$ cat src/rtl/npu_mem_arbiter_if.sv
// rtl/npu_mem_arbiter_if.sv - CPU/NPU request ports and SRAM port of the data-memory arbiter
interface npu_mem_arbiter_if #(
   parameter int DW = 32,
   parameter int AW = 32
);
   logic          cpu_rd;
   logic          cpu_wr;
   logic [AW-1:0] cpu_addr;
   logic [DW-1:0] cpu_wd;
   logic          cpu_haz;
   logic          cpu_rvalid;
   logic [DW-1:0] cpu_rdata;

   logic          npu_req;
   logic          npu_we;
   logic [AW-1:0] npu_addr;
   logic [DW-1:0] npu_wd;
   logic [7:0]    npu_burst_len;
   logic          npu_ack;
   logic          npu_rvalid;
   logic [DW-1:0] npu_rdata;
   logic          npu_done;

   logic          mem_en;
   logic          mem_we;
   logic [AW-1:0] mem_addr;
   logic [DW-1:0] mem_wd;
   logic [DW-1:0] mem_rdata;

   // master: the arbiter, which owns the SRAM port and answers both requesters
   modport master (
      input  cpu_rd, cpu_wr, cpu_addr, cpu_wd,
      output cpu_haz, cpu_rvalid, cpu_rdata,
      input  npu_req, npu_we, npu_addr, npu_wd, npu_burst_len,
      output npu_ack, npu_rvalid, npu_rdata, npu_done,
      output mem_en, mem_we, mem_addr, mem_wd,
      input  mem_rdata
   );

   modport slave (
      output cpu_rd, cpu_wr, cpu_addr, cpu_wd,
      input  cpu_haz, cpu_rvalid, cpu_rdata,
      output npu_req, npu_we, npu_addr, npu_wd, npu_burst_len,
      input  npu_ack, npu_rvalid, npu_rdata, npu_done,
      input  mem_en, mem_we, mem_addr, mem_wd,
      output mem_rdata
   );
endinterface

$ cat src/rtl/npu_mem_arbiter.sv
// rtl/npu_mem_arbiter.sv - single-port data SRAM arbiter between CPU MEM stage and NPU burst engine
module npu_mem_arbiter #(
   parameter int DW           = 32,
   parameter int AW           = 32,
   parameter int MAX_NPU_RUN  = 8,
   parameter int NPU_WAIT_MAX = 4
) (
   input logic               clk,
   input logic               rst,
   npu_mem_arbiter_if.master bus
);
   localparam int WAIT_W = $clog2(NPU_WAIT_MAX + 1);
   localparam int RUN_W  = $clog2(MAX_NPU_RUN + 1);

   typedef enum logic [1:0] {
      S_IDLE = 2'd0,
      S_RUN  = 2'd1,
      S_DONE = 2'd2
   } state_t;

   state_t             state, state_nxt;
   logic [WAIT_W-1:0]  npu_wait, npu_wait_nxt;
   logic [RUN_W-1:0]   run_cnt, run_cnt_nxt;
   logic [7:0]         beats_left, beats_left_nxt;
   logic [7:0]         first_left;

   logic               cpu_req;
   logic               cpu_grant;
   logic               npu_grant;
   logic               wait_hit;
   logic               run_hit;

   logic               rd_pend;
   logic               rd_owner;
   logic [DW-1:0]      cpu_rdata_q;
   logic [DW-1:0]      npu_rdata_q;

   assign cpu_req    = bus.cpu_rd | bus.cpu_wr;
   assign wait_hit   = (npu_wait == WAIT_W'(NPU_WAIT_MAX));
   assign run_hit    = (run_cnt == RUN_W'(MAX_NPU_RUN));
   assign first_left = (bus.npu_burst_len == 8'd0) ? 8'd0 : bus.npu_burst_len - 8'd1;

   always_ff @(posedge clk or negedge rst) begin
      if (!rst) begin
         state       <= S_IDLE;
         npu_wait    <= '0;
         run_cnt     <= '0;
         beats_left  <= '0;
         rd_pend     <= 1'b0;
         rd_owner    <= 1'b0;
         cpu_rdata_q <= '0;
         npu_rdata_q <= '0;
      end else begin
         state      <= state_nxt;
         npu_wait   <= npu_wait_nxt;
         run_cnt    <= run_cnt_nxt;
         beats_left <= beats_left_nxt;
         rd_pend    <= bus.mem_en & ~bus.mem_we;
         rd_owner   <= npu_grant;
         if (bus.cpu_rvalid) begin
            cpu_rdata_q <= bus.mem_rdata;
         end
         if (bus.npu_rvalid) begin
            npu_rdata_q <= bus.mem_rdata;
         end
      end
   end

   always_comb begin
      state_nxt      = state;
      npu_wait_nxt   = npu_wait;
      run_cnt_nxt    = run_cnt;
      beats_left_nxt = beats_left;
      case (state)
         S_IDLE: begin
            if (npu_grant) begin
               npu_wait_nxt   = '0;
               beats_left_nxt = first_left;
               run_cnt_nxt    = RUN_W'(1);
               state_nxt      = (first_left == 8'd0) ? S_DONE : S_RUN;
            end else if (bus.npu_req && !wait_hit) begin
               npu_wait_nxt = npu_wait + WAIT_W'(1);
            end
         end
         S_RUN: begin
            if (npu_grant) begin
               beats_left_nxt = beats_left - 8'd1;
               if (!run_hit) begin
                  run_cnt_nxt = run_cnt + RUN_W'(1);
               end
               if (beats_left == 8'd1) begin
                  state_nxt = S_DONE;
               end
            end else begin
               // Either the CPU took its forced slot or the NPU paused; both restart the run window.
               run_cnt_nxt = '0;
            end
         end
         S_DONE: begin
            state_nxt = S_IDLE;
         end
         default: begin
            state_nxt = S_IDLE;
         end
      endcase
   end

   always_comb begin
      cpu_grant = 1'b0;
      npu_grant = 1'b0;
      // Grants are gated by reset so nothing reaches the SRAM while the core is held.
      if (rst) begin
         case (state)
            S_IDLE: begin
               npu_grant = bus.npu_req & (~cpu_req | wait_hit);
               cpu_grant = cpu_req & ~npu_grant;
            end
            S_RUN: begin
               npu_grant = bus.npu_req & ~(cpu_req & run_hit);
               cpu_grant = cpu_req & ~npu_grant;
            end
            S_DONE: begin
               cpu_grant = cpu_req;
            end
            default: begin
               cpu_grant = 1'b0;
            end
         endcase
      end

      bus.cpu_haz  = rst & cpu_req & ~cpu_grant;
      bus.npu_ack  = npu_grant;
      bus.npu_done = (state == S_DONE);

      bus.mem_en = cpu_grant | npu_grant;
      if (cpu_grant) begin
         bus.mem_we   = bus.cpu_wr;
         bus.mem_addr = bus.cpu_addr;
         bus.mem_wd   = bus.cpu_wd;
      end else if (npu_grant) begin
         bus.mem_we   = bus.npu_we;
         bus.mem_addr = bus.npu_addr;
         bus.mem_wd   = bus.npu_wd;
      end else begin
         bus.mem_we   = 1'b0;
         bus.mem_addr = {AW{1'b0}};
         bus.mem_wd   = {DW{1'b0}};
      end

      bus.cpu_rvalid = rd_pend & ~rd_owner;
      bus.npu_rvalid = rd_pend & rd_owner;
      bus.cpu_rdata  = bus.cpu_rvalid ? bus.mem_rdata : cpu_rdata_q;
      bus.npu_rdata  = bus.npu_rvalid ? bus.mem_rdata : npu_rdata_q;
   end

   a_single_owner: assert property (@(posedge clk) disable iff (!rst) !(cpu_grant && npu_grant));
   a_ack_needs_req: assert property (@(posedge clk) disable iff (!rst) npu_grant |-> bus.npu_req);

endmodule

$ cat src/flat_wrapper.sv
// flat-port wrapper written by rule: the top's interface ports become plain ports
module npu_mem_arbiter_flat 
#(
   parameter int DW           = 32,
   parameter int AW           = 32,
   parameter int MAX_NPU_RUN  = 8,
   parameter int NPU_WAIT_MAX = 4
)
  (clk, rst, bus_cpu_rd, bus_cpu_wr, bus_cpu_addr, bus_cpu_wd, bus_cpu_haz, bus_cpu_rvalid, bus_cpu_rdata, bus_npu_req, bus_npu_we, bus_npu_addr, bus_npu_wd, bus_npu_burst_len, bus_npu_ack, bus_npu_rvalid, bus_npu_rdata, bus_npu_done, bus_mem_en, bus_mem_we, bus_mem_addr, bus_mem_wd, bus_mem_rdata);
  npu_mem_arbiter_if #(.DW(DW), .AW(AW)) bus_i ();
  input logic clk;
  input logic rst;
  input wire logic [$bits(bus_i.cpu_rd)-1:0] bus_cpu_rd;
  input wire logic [$bits(bus_i.cpu_wr)-1:0] bus_cpu_wr;
  input wire logic [$bits(bus_i.cpu_addr)-1:0] bus_cpu_addr;
  input wire logic [$bits(bus_i.cpu_wd)-1:0] bus_cpu_wd;
  output wire logic [$bits(bus_i.cpu_haz)-1:0] bus_cpu_haz;
  output wire logic [$bits(bus_i.cpu_rvalid)-1:0] bus_cpu_rvalid;
  output wire logic [$bits(bus_i.cpu_rdata)-1:0] bus_cpu_rdata;
  input wire logic [$bits(bus_i.npu_req)-1:0] bus_npu_req;
  input wire logic [$bits(bus_i.npu_we)-1:0] bus_npu_we;
  input wire logic [$bits(bus_i.npu_addr)-1:0] bus_npu_addr;
  input wire logic [$bits(bus_i.npu_wd)-1:0] bus_npu_wd;
  input wire logic [$bits(bus_i.npu_burst_len)-1:0] bus_npu_burst_len;
  output wire logic [$bits(bus_i.npu_ack)-1:0] bus_npu_ack;
  output wire logic [$bits(bus_i.npu_rvalid)-1:0] bus_npu_rvalid;
  output wire logic [$bits(bus_i.npu_rdata)-1:0] bus_npu_rdata;
  output wire logic [$bits(bus_i.npu_done)-1:0] bus_npu_done;
  output wire logic [$bits(bus_i.mem_en)-1:0] bus_mem_en;
  output wire logic [$bits(bus_i.mem_we)-1:0] bus_mem_we;
  output wire logic [$bits(bus_i.mem_addr)-1:0] bus_mem_addr;
  output wire logic [$bits(bus_i.mem_wd)-1:0] bus_mem_wd;
  input wire logic [$bits(bus_i.mem_rdata)-1:0] bus_mem_rdata;
  assign bus_i.cpu_rd = bus_cpu_rd;
  assign bus_i.cpu_wr = bus_cpu_wr;
  assign bus_i.cpu_addr = bus_cpu_addr;
  assign bus_i.cpu_wd = bus_cpu_wd;
  assign bus_cpu_haz = bus_i.cpu_haz;
  assign bus_cpu_rvalid = bus_i.cpu_rvalid;
  assign bus_cpu_rdata = bus_i.cpu_rdata;
  assign bus_i.npu_req = bus_npu_req;
  assign bus_i.npu_we = bus_npu_we;
  assign bus_i.npu_addr = bus_npu_addr;
  assign bus_i.npu_wd = bus_npu_wd;
  assign bus_i.npu_burst_len = bus_npu_burst_len;
  assign bus_npu_ack = bus_i.npu_ack;
  assign bus_npu_rvalid = bus_i.npu_rvalid;
  assign bus_npu_rdata = bus_i.npu_rdata;
  assign bus_npu_done = bus_i.npu_done;
  assign bus_mem_en = bus_i.mem_en;
  assign bus_mem_we = bus_i.mem_we;
  assign bus_mem_addr = bus_i.mem_addr;
  assign bus_mem_wd = bus_i.mem_wd;
  assign bus_i.mem_rdata = bus_mem_rdata;
  npu_mem_arbiter #(.DW(DW), .AW(AW), .MAX_NPU_RUN(MAX_NPU_RUN), .NPU_WAIT_MAX(NPU_WAIT_MAX)) u_core (.clk(clk), .rst(rst), .bus(bus_i));
endmodule
$ cat config.mk
export PLATFORM = sky130hd
export DESIGN_NAME = npu_mem_arbiter_flat
export DESIGN_NICKNAME = d
export VERILOG_FILES = /design/src/rtl/npu_mem_arbiter_if.sv /design/src/rtl/npu_mem_arbiter.sv /design/src/flat_wrapper.sv
export SDC_FILE = /design/constraint.sdc
export NUM_CORES = 1
export LEC_CHECK = 0
export CAP_MARGIN = 20
export CELL_PAD_IN_SITES_DETAIL_PLACEMENT = 1
export CELL_PAD_IN_SITES_GLOBAL_PLACEMENT = 2
export CORE_ASPECT_RATIO = 1.25
export CORE_MARGIN = 3
export CORE_UTILIZATION = 18
export DETAILED_ROUTE_END_ITERATION = 12
export PLACE_DENSITY_LB_ADDON = 0.1
export SETUP_SLACK_MARGIN = 0.05
export SLEW_MARGIN = 20
export SYNTH_ARGS = -nofsm -noshare
export SYNTH_HDL_FRONTEND = slang
export SYNTH_SLANG_ARGS = --single-unit
$ cat constraint.sdc
create_clock -name clk -period 2.15 [get_ports clk]
set_input_delay 0.43 -clock clk [delete_from_list [all_inputs] [get_ports clk]]
set_output_delay 0.43 -clock clk [all_outputs]
set_load 0.01 [all_outputs]
### Word level (Yosys, flattened, before mapping)

Index checks and enable logic that the tools add are counted.

| storage, ports and cells | value |
|---|---|
| memory bits (read-only) | 0 |
| memory bits (writable) | 0 |
| memories kept | 0 |
| register bits | 83 |
| latch bits | 0 |
| input port bits | 174 |
| output and inout bits | 135 |

| cells by class | value |
|---|---|
| mux-type cells | 27 |
| magnitude comparators | 0 |
| divide/modulo/power cells | 0 |
| shift operators | 0 |
| reduce and logical (&&, ||, !) cells | 11 |
| $mul | 0 |
| $add $sub $neg | 4 |
| bitwise gates (word level) | 20 |
| eq/ne operators | 9 |

Operators with widths:

| cell | number |
|---|---|
| $mux 32 | 6 |
| $mux 8 | 3 |
| $logic_not 8->1 | 2 |
| $pmux 8 s2 | 1 |
| $sub 8x1->8 const B | 2 |
| $mux 4 | 3 |
| $and 1x1->1 | 10 |
| $reduce_and 3->1 | 3 |
| $eq 8x1->1 const B | 1 |
| $mux 2 | 4 |
| $pmux 4 s2 | 1 |
| $not 1->1 | 7 |
| $mux 3 | 2 |
| $ne 2x1->1 const B | 3 |
| $add 4x1->4 const B | 1 |
| $eq 4x4->1 const B | 1 |
| $mux 1 | 4 |
| $pmux 2 s2 | 1 |
| $reduce_bool 2->1 | 2 |
| $add 3x1->3 const B | 1 |
| $eq 3x3->1 const B | 1 |
| $ne 3x3->1 const B | 1 |
| $or 1x1->1 | 3 |
| $pmux 1 s3 | 1 |
| 7 further kinds | 7 |

### Logic depth before layout (Yosys ltp)

Gate-level depths: netlist of the first run.

| logic depth | value |
|---|---|
| depth after elaboration | 11 |
| gate-level depth with buffers | 9 |
| mapped depth without buffers | 8 |

### Worst setup path before layout of the first run

Ideal clock, no wire load.

| timing | value |
|---|---|
| path type | register to output |
| start | register u_core.run_cnt[0] |
| end | output port bus_mem_wd[10] |
| path slack | -0.145 ns |
| data required time | 1.720 ns |
| data arrival time | 1.865 ns |
| path buffers | 2 |
| stages on the path, launching flop included | 10 |
| cells stage by stage | dfrtp_1 inv_1 ha_1 nand3b_4 o21a_1 a221oi_2 and2b_1 buf_6 buf_6 a22o_1 |

| on the way | value |
|---|---|
| longest elaborated chain between the ends | 9 |
| elaborated cells on any way between the ends | 12 |
| those cells by class | 1 x eq/ne; 6 x mux; 5 x bitwise |

RTL lines:

| item | RTL line | text |
|---|---|---|
| from (decl) | npu_mem_arbiter.sv:23 | `logic [RUN_W-1:0] run_cnt, run_cnt_nxt;` |
| from (signal assigned) | npu_mem_arbiter.sv:56 | `run_cnt <= run_cnt_nxt;` |
| $eq 4x4->1 * | npu_mem_arbiter.sv:40 | `assign run_hit = (run_cnt == RUN_W'(MAX_NPU_RUN));` |
| $and 1x1->1 * | npu_mem_arbiter.sv:119 | `npu_grant = bus.npu_req & ~(cpu_req & run_hit);` |
| $not 1->1 * | npu_mem_arbiter.sv:119 |  |
| $and 1x1->1 * | npu_mem_arbiter.sv:119 |  |
| $not 1->1 | npu_mem_arbiter.sv:120 | `cpu_grant = cpu_req & ~npu_grant;` |
| $and 1x1->1 | npu_mem_arbiter.sv:120 |  |
| $pmux 1 s3 | npu_mem_arbiter.sv:113 | `case (state)` |
| $mux 1 | npu_mem_arbiter.sv:112 | `if (rst) begin` |
| $mux 32 * | npu_mem_arbiter.sv:136 | `if (cpu_grant) begin` |
| to (decl) | flat_wrapper.sv:32 | `output wire logic [$bits(bus_i.mem_wd)-1:0] bus_mem_wd;` |

Mark *: on every way between the ends. The rest lies on a longest branch, timed or not.

### Worst setup path in the final report of the first run

| timing | value |
|---|---|
| start | input port bus_cpu_wr |
| end | output port bus_mem_addr[16] |

| on the way | value |
|---|---|
| longest elaborated chain between the ends | 9 |
| elaborated cells on any way between the ends | 17 |
| those cells by class | 6 x mux; 11 x bitwise |

RTL lines:

| item | RTL line | text |
|---|---|---|
| from (decl) | flat_wrapper.sv:14 | `input wire logic [$bits(bus_i.cpu_wr)-1:0] bus_cpu_wr;` |
| $or 1x1->1 * | npu_mem_arbiter.sv:38 | `assign cpu_req = bus.cpu_rd \| bus.cpu_wr;` |
| $and 1x1->1 / $not 1->1 (equally long branches) | npu_mem_arbiter.sv:119, npu_mem_arbiter.sv:115 |  |
| $not 1->1 / $or 1x1->1 (equally long branches) | npu_mem_arbiter.sv:119, npu_mem_arbiter.sv:115 |  |
| $and 1x1->1, on equally long branches | npu_mem_arbiter.sv:119, npu_mem_arbiter.sv:115 |  |
| $not 1->1, on equally long branches | npu_mem_arbiter.sv:120, npu_mem_arbiter.sv:116 |  |
| $and 1x1->1, on equally long branches | npu_mem_arbiter.sv:120, npu_mem_arbiter.sv:116 |  |
| $pmux 1 s3 | npu_mem_arbiter.sv:113 |  |
| $mux 1 | npu_mem_arbiter.sv:112 |  |
| $mux 32 * | npu_mem_arbiter.sv:136 |  |
| to (decl) | flat_wrapper.sv:31 | `output wire logic [$bits(bus_i.mem_addr)-1:0] bus_mem_addr;` |

Marks and branches as above.

==> impl_metrics.ini, run 1 <==
[status]
status = complete, but fails checks
violated_checks = setup timing

[synth]
number_of_enable_flip_flop_cells_after_synthesis = 0
synth-main-ff-cell = sky130_fd_sc_hd__dfrtp_1
synth_cell_type_count = 55
yosys_register_bits = 83
synth_area_per_inst_um2 = 11.41
synth-seq-area-share = 0.4586
synth.net_count = 578
warnings_from_yosys = 0
post_synth_instance_area_um2 = 4529
post_synth_inst_count = 397
synth-async-reset-ratio = 1.000

[timing]
finClkSkew_ns = 0.006724
fin_worst_hold_slack_ns = 0.03712
final.min_clock_period_ns = 2.822
aggregate_negative_setup_slack_ns = -40.86
final_max_slew_viol_count = 0
worst_pin_slew_ns = 0.9462
setup_viol = 99
final_hold_viol_count = 0
rsz_0062_raised_after_global_routing = yes
setup_slack_ns = -0.6722
fmaxAchievable_mhz = 354.3
maxSlewHeadroom = 0.3692
min_period_over_period = 1.313

[pwr]
peakVddDrop_uv = 403.4
pwr_density_cell_nw_per_um2 = 718.8
p_total_w = 0.007036
power.leakage_nw = 4.526

[critical_path]
setup.worst_path.end = bus_mem_addr[16]
worstSetupStartpoint = bus_cpu_wr
critical_path.max_fanout = 4
worstPathArrival_ns = 2.39
cp-start-kind = input pin
ff2ff_setup_slack_ns = 0.19
cp-end-kind = output pin
worst-setup-path-type = input pin to output pin
critical_path.reg2reg.endpoint = u_core.beats_left[2]
timing.rr.start = u_core.run_cnt[1]
reg2reg_depth = 9
critical_path_rt_ns = 1.72

[clock_network]
clk_path_buf_depth = 2
tritoncts = built
clock-sinks = 83
clk_root_buffer_cell = sky130_fd_sc_hd__clkbuf_16
h_tree_levels = 3
cts-buffers-inserted = 9
cts.clk_slew.worst_paths_ns = 0.06
clock_latency_ns = 0.35

[detailed_routing]
vias = 4969
postRouteAntennaNets = 0
route.detailed.vias_per_inst = 4.336
drtIter0Drc = 114
wirelength_um = 23940
detail_route.first_pass.iterations = 4
number_of_design_rule_violations_left_after_detail_routing = 0
final_routed_wire_length_divided_by_cell_count_um = 20.89

[global_route]
globalRouteOverflowTotal = 0
grt_max_degree = 74
via_count_of_the_first_global_routing_pass = 5562
grt_pass1_wl_um = 34520
antenna_found_initial = 2
track_usage = 0.1668

[placed_design]
finalWeightedCongestion = 0.8613
io_buffers = 308
detailed_place_hpwl_um = 17490
placement.setup.worst_slack_ns = -1.060
placed_cells = 1072

[layout]
synthToLayoutAreaGrowth_pct = 116.1
design.final.nets = 990
layoutNonFillerInstCount = 1146
fill_cells = 2710
layout-drive-gt1-share = 0.4435

[worst_hold_path]
hold_path_class = input pin to async pin

[floorplan]
die_area_um2 = 27110
std_cell_rows = 64
fp.dieH_um = 183.4
placeableCoreArea_um2 = 24580
die_w_um = 147.9
initial_core_util = 0.1842
boundaryPins = 309

[job]
max_cap_violations = 0
## power by group
part           switching (W)  leakage (nW)  internal (W)
registers           0.000182         0.989       0.00198
clock network       0.000679         0.145      0.000829
logic                0.00131          3.39       0.00205
total                0.00217          4.53       0.00486
## routing by layer
metal / part of all wire / track usage / up-vias
li1: - / - / 2334
met1: 0.38 / 0.1842 / 2430
met2: 0.54 / 0.3110 / 177
met3: 0.056 / 0.04053 / 28
met4: 0.022 / 0.05804 / 0
met5: 0 / 0 / -
## worst min-delay path by stage
stage	start	to	slack (ns)
after floorplan	rst	u_core.beats_left[0]	0.13
after global placement	rst	u_core.beats_left[2]	0.41
after detailed placement	rst	u_core.beats_left[2]	0.41
after CTS	rst	u_core.beats_left[2]	0.03
after global routing	rst	u_core.beats_left[2]	0.03
final	rst	u_core.beats_left[2]	0.04
## per-stage QoR
stage                     area, um^2    util
after floorplan                 4534       -
after global placement          8417  0.3424
after detailed placement        8417  0.3424
after CTS                       9203  0.3743
after global routing            9788  0.3982
final                           9788  0.3982
## Yosys cell counts, types with 7 or more instances
cell type,count,share of area
sky130_fd_sc_hd__nand3_1,9,0.0099
sky130_fd_sc_hd__dfrtp_1,83,0.46
sky130_fd_sc_hd__inv_1,13,0.011
sky130_fd_sc_hd__ha_1,7,0.019
sky130_fd_sc_hd__mux2_2,65,0.16
sky130_fd_sc_hd__o21ai_0,15,0.017
sky130_fd_sc_hd__a22o_1,64,0.12
sky130_fd_sc_hd__nor2_1,12,0.0099
sky130_fd_sc_hd__nand2_1,22,0.018
sky130_fd_sc_hd__buf_2,9,0.0099
sky130_fd_sc_hd__clkbuf_1,8,0.0066
## layout make-up
type / count / area, um^2 / area share
Antenna cell: 2 / 5.005 / 0.0005113
Clock buffer: 10 / 239.0 / 0.02442
Clock inverter: 6 / 47.55 / 0.004857
Inverter: 14 / 57.56 / 0.005880
Multi-Input combinational cell: 273 / 2557 / 0.2613
Sequential cell: 83 / 2078 / 0.2123
Tap cell: 330 / 412.9 / 0.04218
Timing Repair Buffer: 428 / 4390 / 0.4485
## worst max-delay path, cell delays in order
cell and delay, ns:
sky130_fd_sc_hd__clkdlybuf4s50_1 0.51, sky130_fd_sc_hd__nor2_1 0.08, sky130_fd_sc_hd__o21a_1 0.21, sky130_fd_sc_hd__a221oi_2 0.30, sky130_fd_sc_hd__and2b_4 0.21, sky130_fd_sc_hd__buf_6 0.12
sky130_fd_sc_hd__buf_12 0.13, sky130_fd_sc_hd__clkbuf_16 0.15, sky130_fd_sc_hd__a22o_1 0.13, sky130_fd_sc_hd__buf_2 0.13
## state kept, by name (all words and copies together) (netlist names)
signal	cells
u_core.rd_pend	1
u_core.state	2
u_core.beats_left	8
u_core.cpu_rdata_q	32
u_core.rd_owner	1
u_core.run_cnt	4
u_core.npu_rdata_q	32
u_core.npu_wait	3
## cell families (layout without fill, tap and decap cells)
group | Yosys count | after routing | share of synthesized area
adders and majority gates | 7 | 7 | 0.01934
xor gates and xnor gates | 1 | 1 | 0.001934
muxes | 68 | 68 | 0.1682
AOI/OAI and AO/OA | 119 | 119 | 0.2083
DFF | 83 | 83 | 0.4586
other | 0 | 2 | 0
buffers and inverters | 41 | 458 | 0.04972
and+or+nand+nor | 78 | 78 | 0.09392
## timing repair
action / 4_1_cts / 5_1_grt
gates resized for setup: 659 / 135
endpoints found under the setup margin: 140 / 140
hold buffers: 0 / 0
cloned: 12 / 2
setup buffers: 29 / 23
pin swaps: 15 / 15
## layout by cell type, fill, tap and decap left out, drive strengths merged, types with 3 or more instances in the layout
master / netlist / routed
mux2i: 3 / 3
nor4: 4 / 4
o31ai: 3 / 3
or2: 3 / 3
clkdlybuf4s50: 0 / 170
a31oi: 5 / 5
ha: 7 / 7
nand3: 9 / 9
o21ai: 20 / 20
nor2: 12 / 12
clkbuf: 8 / 13
or3: 3 / 3
buf: 19 / 250
nand3b: 3 / 3
mux2: 65 / 65
nand2: 23 / 23
clkinv: 0 / 3
inv: 14 / 17
nor3: 3 / 3
dlygate4sd2: 0 / 3
dfrtp: 83 / 83
a22o: 65 / 65
nand2b: 6 / 6
a221oi: 3 / 3
a21oi: 6 / 6
No activity file was read; power rests on OpenSTA's default activity.
==> run 2, diff against run 1 <==
--- a/config.mk
+++ b/config.mk
@@ -12,6 +12,7 @@
 export CORE_MARGIN = 3
 export CORE_UTILIZATION = 18
 export DETAILED_ROUTE_END_ITERATION = 12
+export MAX_ROUTING_LAYER = met4
 export PLACE_DENSITY_LB_ADDON = 0.1
 export SETUP_SLACK_MARGIN = 0.05
 export SLEW_MARGIN = 20
==> impl_metrics.ini, run 2 (synthesis gave the netlist of run 1 again) <==
[detailed_routing]
detail_route.first_pass.iterations = 4
drtIter0Drc = 162
wirelength_met1_um = 9511
final_routed_wire_length_divided_by_cell_count_um = 21.31
met2_length_um = 13840
vias = 5095
top_signal_layer_used = met4
postRouteAntennaNets = 0
wirelength_um = 25110
number_of_design_rule_violations_left_after_detail_routing = 0
route.detailed.vias_per_inst = 4.325
dr_wl_met3_um = 1331

[timing]
final.min_clock_period_ns = 2.845
setup_viol = 91
aggregate_negative_setup_slack_ns = -41.65
min_period_over_period = 1.323
finClkSkew_ns = 0.004020
worst_pin_slew_ns = 0.9309
final_max_slew_viol_count = 0
rsz_0062_raised_after_global_routing = yes
fmaxAchievable_mhz = 351.5
setup_slack_ns = -0.6946
final_hold_viol_count = 0
maxSlewHeadroom = 0.3794

[critical_path]
cp-start-kind = flip-flop
reg2reg_depth = 12
timing.critical_path.cells = inv_2 > ha_4 > nand3b_4 > buf_6 > buf_6 > a211o_1 > nand2_4 > inv_8 > buf_6 > buf_16 > a32o_2 > buf_6
critical_path.reg2reg.endpoint = u_core.beats_left[4]
worst-setup-path-type = flip-flop to output pin
ff2ff_setup_slack_ns = -0.03
worstPathArrival_ns = 2.41
critPathMaxStageDelay_ns = 0.39
critical_path_rt_ns = 1.72
cp_max_stage_cell = sky130_fd_sc_hd__dfrtp_1
timing.rr.start = u_core.run_cnt[1]
critical_path.max_fanout = 6
cp-end-kind = output pin
critPathMostFrequentCell = sky130_fd_sc_hd__buf_6

[pwr]
peakVddDrop_uv = 397.4
pwr_density_cell_nw_per_um2 = 717.4
power.leakage_nw = 4.769

[status]
status = complete, but fails checks
violated_checks = setup timing

[clock_network]
cts.clk_slew.worst_paths_ns = 0.07
clock-sinks = 83
tritoncts = built
clock_latency_ns = 0.34
cts-buffers-inserted = 9
cts_hold_buf = 0
h_tree_levels = 3
clk_path_buf_depth = 2
clk_root_buffer_cell = sky130_fd_sc_hd__clkbuf_16

[floorplan]
die_w_um = 147.9
placeableCoreArea_um2 = 24580
initial_core_util = 0.1842
boundaryPins = 309
fp.dieH_um = 183.4
die_area_um2 = 27110
std_cell_rows = 64

[layout]
layoutNonFillerInstCount = 1178
final_common_cell = sky130_fd_sc_hd__clkdlybuf4s50_1
layout-drive-gt1-share = 0.4652
layout_common_cells = 168 x sky130_fd_sc_hd__clkdlybuf4s50_1, 112 x sky130_fd_sc_hd__buf_6, 95 x sky130_fd_sc_hd__buf_4, 83 x sky130_fd_sc_hd__dfrtp_1
design.final.nets = 1023
synthToLayoutAreaGrowth_pct = 125.5
largestRegisters = u_core.cpu_rdata_q x32, u_core.npu_rdata_q x32, u_core.beats_left x8
finalCoreUtilization = 0.4154
fill_cells = 2678
post_route_design_area_um2 = 10210

[global_route]
grt_max_degree = 74
grt_pass1_wl_um = 34910
globalRouteOverflowTotal = 0
antenna_found_initial = 2
via_count_of_the_first_global_routing_pass = 5581
track_usage = 0.1726

[placed_design]
placement.setup.worst_slack_ns = -1.091
io_buffers = 308
detailed_place_hpwl_um = 17590
finalWeightedCongestion = 0.8845
placed_cells = 1072
placed_area_um2 = 8404

[worst_hold_path]
hold_path_class = input pin to async pin

[job]
max_cap_violations = 0
-- run 2: cell types whose count changed in the layout (fill, tap and decap cells not counted), moves of 3 or more --
cell                        previous run  this run
sky130_fd_sc_hd__buf_4                78        95
sky130_fd_sc_hd__nand3_1               9         6
sky130_fd_sc_hd__clkbuf_16            11        16
sky130_fd_sc_hd__buf_2                37        41
sky130_fd_sc_hd__buf_6               106       112
-- run 2: what timing repair did --
item,4_1_cts,5_1_grt
pin swaps,12,26
endpoints found under the setup margin,141,143
resized for setup,652,159
buffers inserted,33,46
hold endpoints to repair,0,0
cloned,12,9
-- run 2: area by class of cell --
cell class | count | area, um^2 | share of cell area
Antenna cell | 1 | 2.502 | 0.0002450
Multi-Input combinational cell | 273 | 2589 | 0.2535
Clock inverter | 7 | 80.08 | 0.007841
Tap cell | 330 | 412.9 | 0.04043
Timing Repair inverter | 1 | 6.256 | 0.0006126
Timing Repair Buffer | 460 | 4760 | 0.4661
Clock buffer | 9 | 225.2 | 0.02205
Sequential cell | 83 | 2077 | 0.2034
Inverter | 14 | 60.06 | 0.005881
-- run 2: critical path, delay by kind of cell, from the launching register on --
| kind | cells | cell delay [ns] |
|---|---|---|
| adders and majority gates | 1 | 0.14 |
| buffers and inverters | 7 | 0.75 |
| AOI/OAI and AO/OA | 2 | 0.57 |
| DFF | 1 | 0.39 |
| and+or+nand+nor | 2 | 0.23 |
-- run 2: worst max-delay path by stage --
stage	depth (start not counted)	slack (ns)	from	endpoint
after global routing	12	-0.79	u_core.run_cnt[0]	bus_mem_we
after CTS	12	-0.82	u_core.run_cnt[0]	bus_mem_addr[17]
after detailed placement	8	-1.09	bus_cpu_rd	bus_mem_addr[18]
final	12	-0.69	u_core.run_cnt[1]	bus_mem_we
after global placement	8	-1.08	bus_cpu_wr	bus_mem_addr[18]
after floorplan	9	-0.12	u_core.run_cnt[0]	bus_mem_wd[10]
-- run 2: metal layers --
layer / global-route usage / up-vias
li1: - / 2391
met1: 0.1852 / 2490
met2: 0.3238 / 191
met3: 0.03584 / 23
met4: 0.04251 / 0
met5: - / -
-- run 2: stage by stage --
stage                     power, W  hold slack [ns]
after floorplan           0.003254           0.1344
after global placement    0.004871           0.4094
after detailed placement  0.004945           0.4083
after CTS                 0.006683          0.04472
after global routing      0.007753          0.05907
final                     0.007327          0.04708
-- run 2: power breakdown --
part           internal, W  switching [W]  leakage, nW
clock             0.000919       0.000684        0.149
sequential         0.00198       0.000185        0.990
combinational      0.00219        0.00137         3.63
==> run 3, diff against run 2 <==
==> constraint.sdc (replaced) <==
create_clock -name clk -period 2.5 [get_ports clk]
set_input_delay 0.5 -clock clk [delete_from_list [all_inputs] [get_ports clk]]
set_output_delay 0.5 -clock clk [all_outputs]
set_load 0.01 [all_outputs]
==> impl_metrics.ini, run 3 (synthesis gave the netlist of run 1 again) <==
[placed_design]
finalWeightedCongestion = 0.8002
placed_area_um2 = 8304
io_buffers = 308
detailed_place_hpwl_um = 16200

[timing]
rsz_0062_raised_after_global_routing = yes
maxSlewHeadroom = 0.5754
final.min_clock_period_ns = 2.903
setup_viol = 67
worst_pin_slew_ns = 0.6368
final_hold_viol_count = 0
fmaxAchievable_mhz = 344.4
setup_slack_ns = -0.4033
min_period_over_period = 1.161
final_max_slew_viol_count = 0
finClkSkew_ns = 0.005914

[critical_path]
critical_path_buf_inv_count = 6
cp-start-kind = flip-flop
cp-end-kind = output pin
worstPathArrival_ns = 2.40
critPathMaxStageDelay_ns = 0.39
critical-path-top-delay-family = buffers and inverters
critical_path_rt_ns = 2.00
worst-setup-path-type = flip-flop to output pin
ff2ff_setup_slack_ns = 0.21
cp_max_stage_cell = sky130_fd_sc_hd__dfrtp_1
timing.critical_path.cells = inv_2 > ha_4 > nand3b_4 > o21a_1 > a221oi_2 > and2b_4 > buf_12 > buf_8 > buf_16 > buf_6 > a22o_1 > buf_2
critical_path.max_fanout = 5

[clock_network]
cts.clk_slew.worst_paths_ns = 0.06
cts-buffers-inserted = 9
clk_path_buf_depth = 2
h_tree_levels = 3
clock_latency_ns = 0.34
tritoncts = built
clk_root_buffer_cell = sky130_fd_sc_hd__clkbuf_16
clock-sinks = 83

[layout]
synthToLayoutAreaGrowth_pct = 96.99
seqCellArea_um2 = 2078
final_common_cell = sky130_fd_sc_hd__clkdlybuf4s50_1
layout_common_cells = 173 x sky130_fd_sc_hd__clkdlybuf4s50_1, 82 x sky130_fd_sc_hd__dfrtp_1, 65 x sky130_fd_sc_hd__mux2_2, 64 x sky130_fd_sc_hd__a22o_1, 62 x sky130_fd_sc_hd__buf_4
largestRegisters = u_core.cpu_rdata_q x32, u_core.npu_rdata_q x32, u_core.beats_left x8
fill_cells = 2794
area_occupied_by_multi_input_gates_um2 = 2262
post_route_design_area_um2 = 8922
design.final.nets = 957
layout-drive-gt1-share = 0.3393

[global_route]
antenna_found_initial = 1
grt_pass1_wl_um = 31860
globalRouteOverflowTotal = 0
grt_max_degree = 48
via_count_of_the_first_global_routing_pass = 5389
track_usage = 0.1569

[pwr]
pwr_density_cell_nw_per_um2 = 611.7
peakVddDrop_uv = 299.8
p_total_w = 0.005458
power.leakage_nw = 3.979

[detailed_routing]
detail_route.first_pass.iterations = 4
number_of_design_rule_violations_left_after_detail_routing = 0
wirelength_um = 21510
route.detailed.vias_per_inst = 4.325
final_routed_wire_length_divided_by_cell_count_um = 19.34
postRouteAntennaNets = 0
drtIter0Drc = 112
vias = 4809

[job]
max_cap_violations = 0

[floorplan]
placeableCoreArea_um2 = 24580
boundaryPins = 309
die_w_um = 147.9
initial_core_util = 0.1842
std_cell_rows = 64
die_area_um2 = 27110
fp.dieH_um = 183.4

[status]
violated_checks = setup timing
status = complete, but fails checks

[worst_hold_path]
hold_path_class = input pin to async pin
[run 3: power by group]
group / internal [W] / switching [W]
sequential: 0.00170 / 0.000139
clock: 0.000880 / 0.000552
combinational: 0.00122 / 0.000972
[run 3: final cells by class]
cell class                      instances  area share
Multi-Input combinational cell        273      0.2535
Clock inverter                          7     0.01094
Inverter                               14    0.006170
Clock buffer                            9     0.02524
Sequential cell                        83      0.2329
Antenna cell                            1   0.0002805
Timing Repair Buffer                  395      0.4246
Tap cell                              330     0.04628
[run 3: final timing paths]
kind	to	from	cells past startpoint
worst max-delay path	bus_mem_addr[14]	u_core.run_cnt[0]	12
worst min-delay path	u_core.npu_wait[2]	rst	2
worst max register to register	u_core.run_cnt[3]	u_core.run_cnt[0]	12
worst min register to register	u_core.cpu_rdata_q[22]	u_core.cpu_rdata_q[22]	1
max in group asynchronous	u_core.npu_rdata_q[26]	rst	3
min in group clk	u_core.cpu_rdata_q[22]	u_core.cpu_rdata_q[22]	1
[run 3: metal layers]
layer / vias to the layer above / GRT usage / share of wire
met1: 2360 / 0.1729 / 0.38
li1: 2253 / - / -
met5: - / - / 0
met4: 0 / 0.03253 / 0.010
met2: 184 / 0.2893 / 0.55
met3: 12 / 0.03609 / 0.054
[run 3: per-stage QoR]
| step | util | cells | TNS [ns] | setup slack (ns) | hold slack [ns] |
|---|---|---|---|---|---|
| after floorplan | - | 397 | 0 | 0.1354 | 0.2044 |
| after global placement | 0.3378 | 1059 | -51.18 | -0.8392 | 0.4558 |
| after detailed placement | 0.3378 | 1059 | -51.91 | -0.8365 | 0.4559 |
| after CTS | 0.3657 | 1111 | -28.47 | -0.5071 | 0.09291 |
| after global routing | 0.3629 | 1112 | -31.13 | -0.5322 | 0.09809 |
| final | 0.3629 | 1112 | -23.01 | -0.4033 | 0.1048 |
[run 3: timing repair]
action                     4_1_cts  5_1_grt
pin swaps                       12       17
resized for setup              416       25
setup buffers                   25        4
hold buffers                     0        0
cloned                          12        0
setup endpoints to repair      132       78
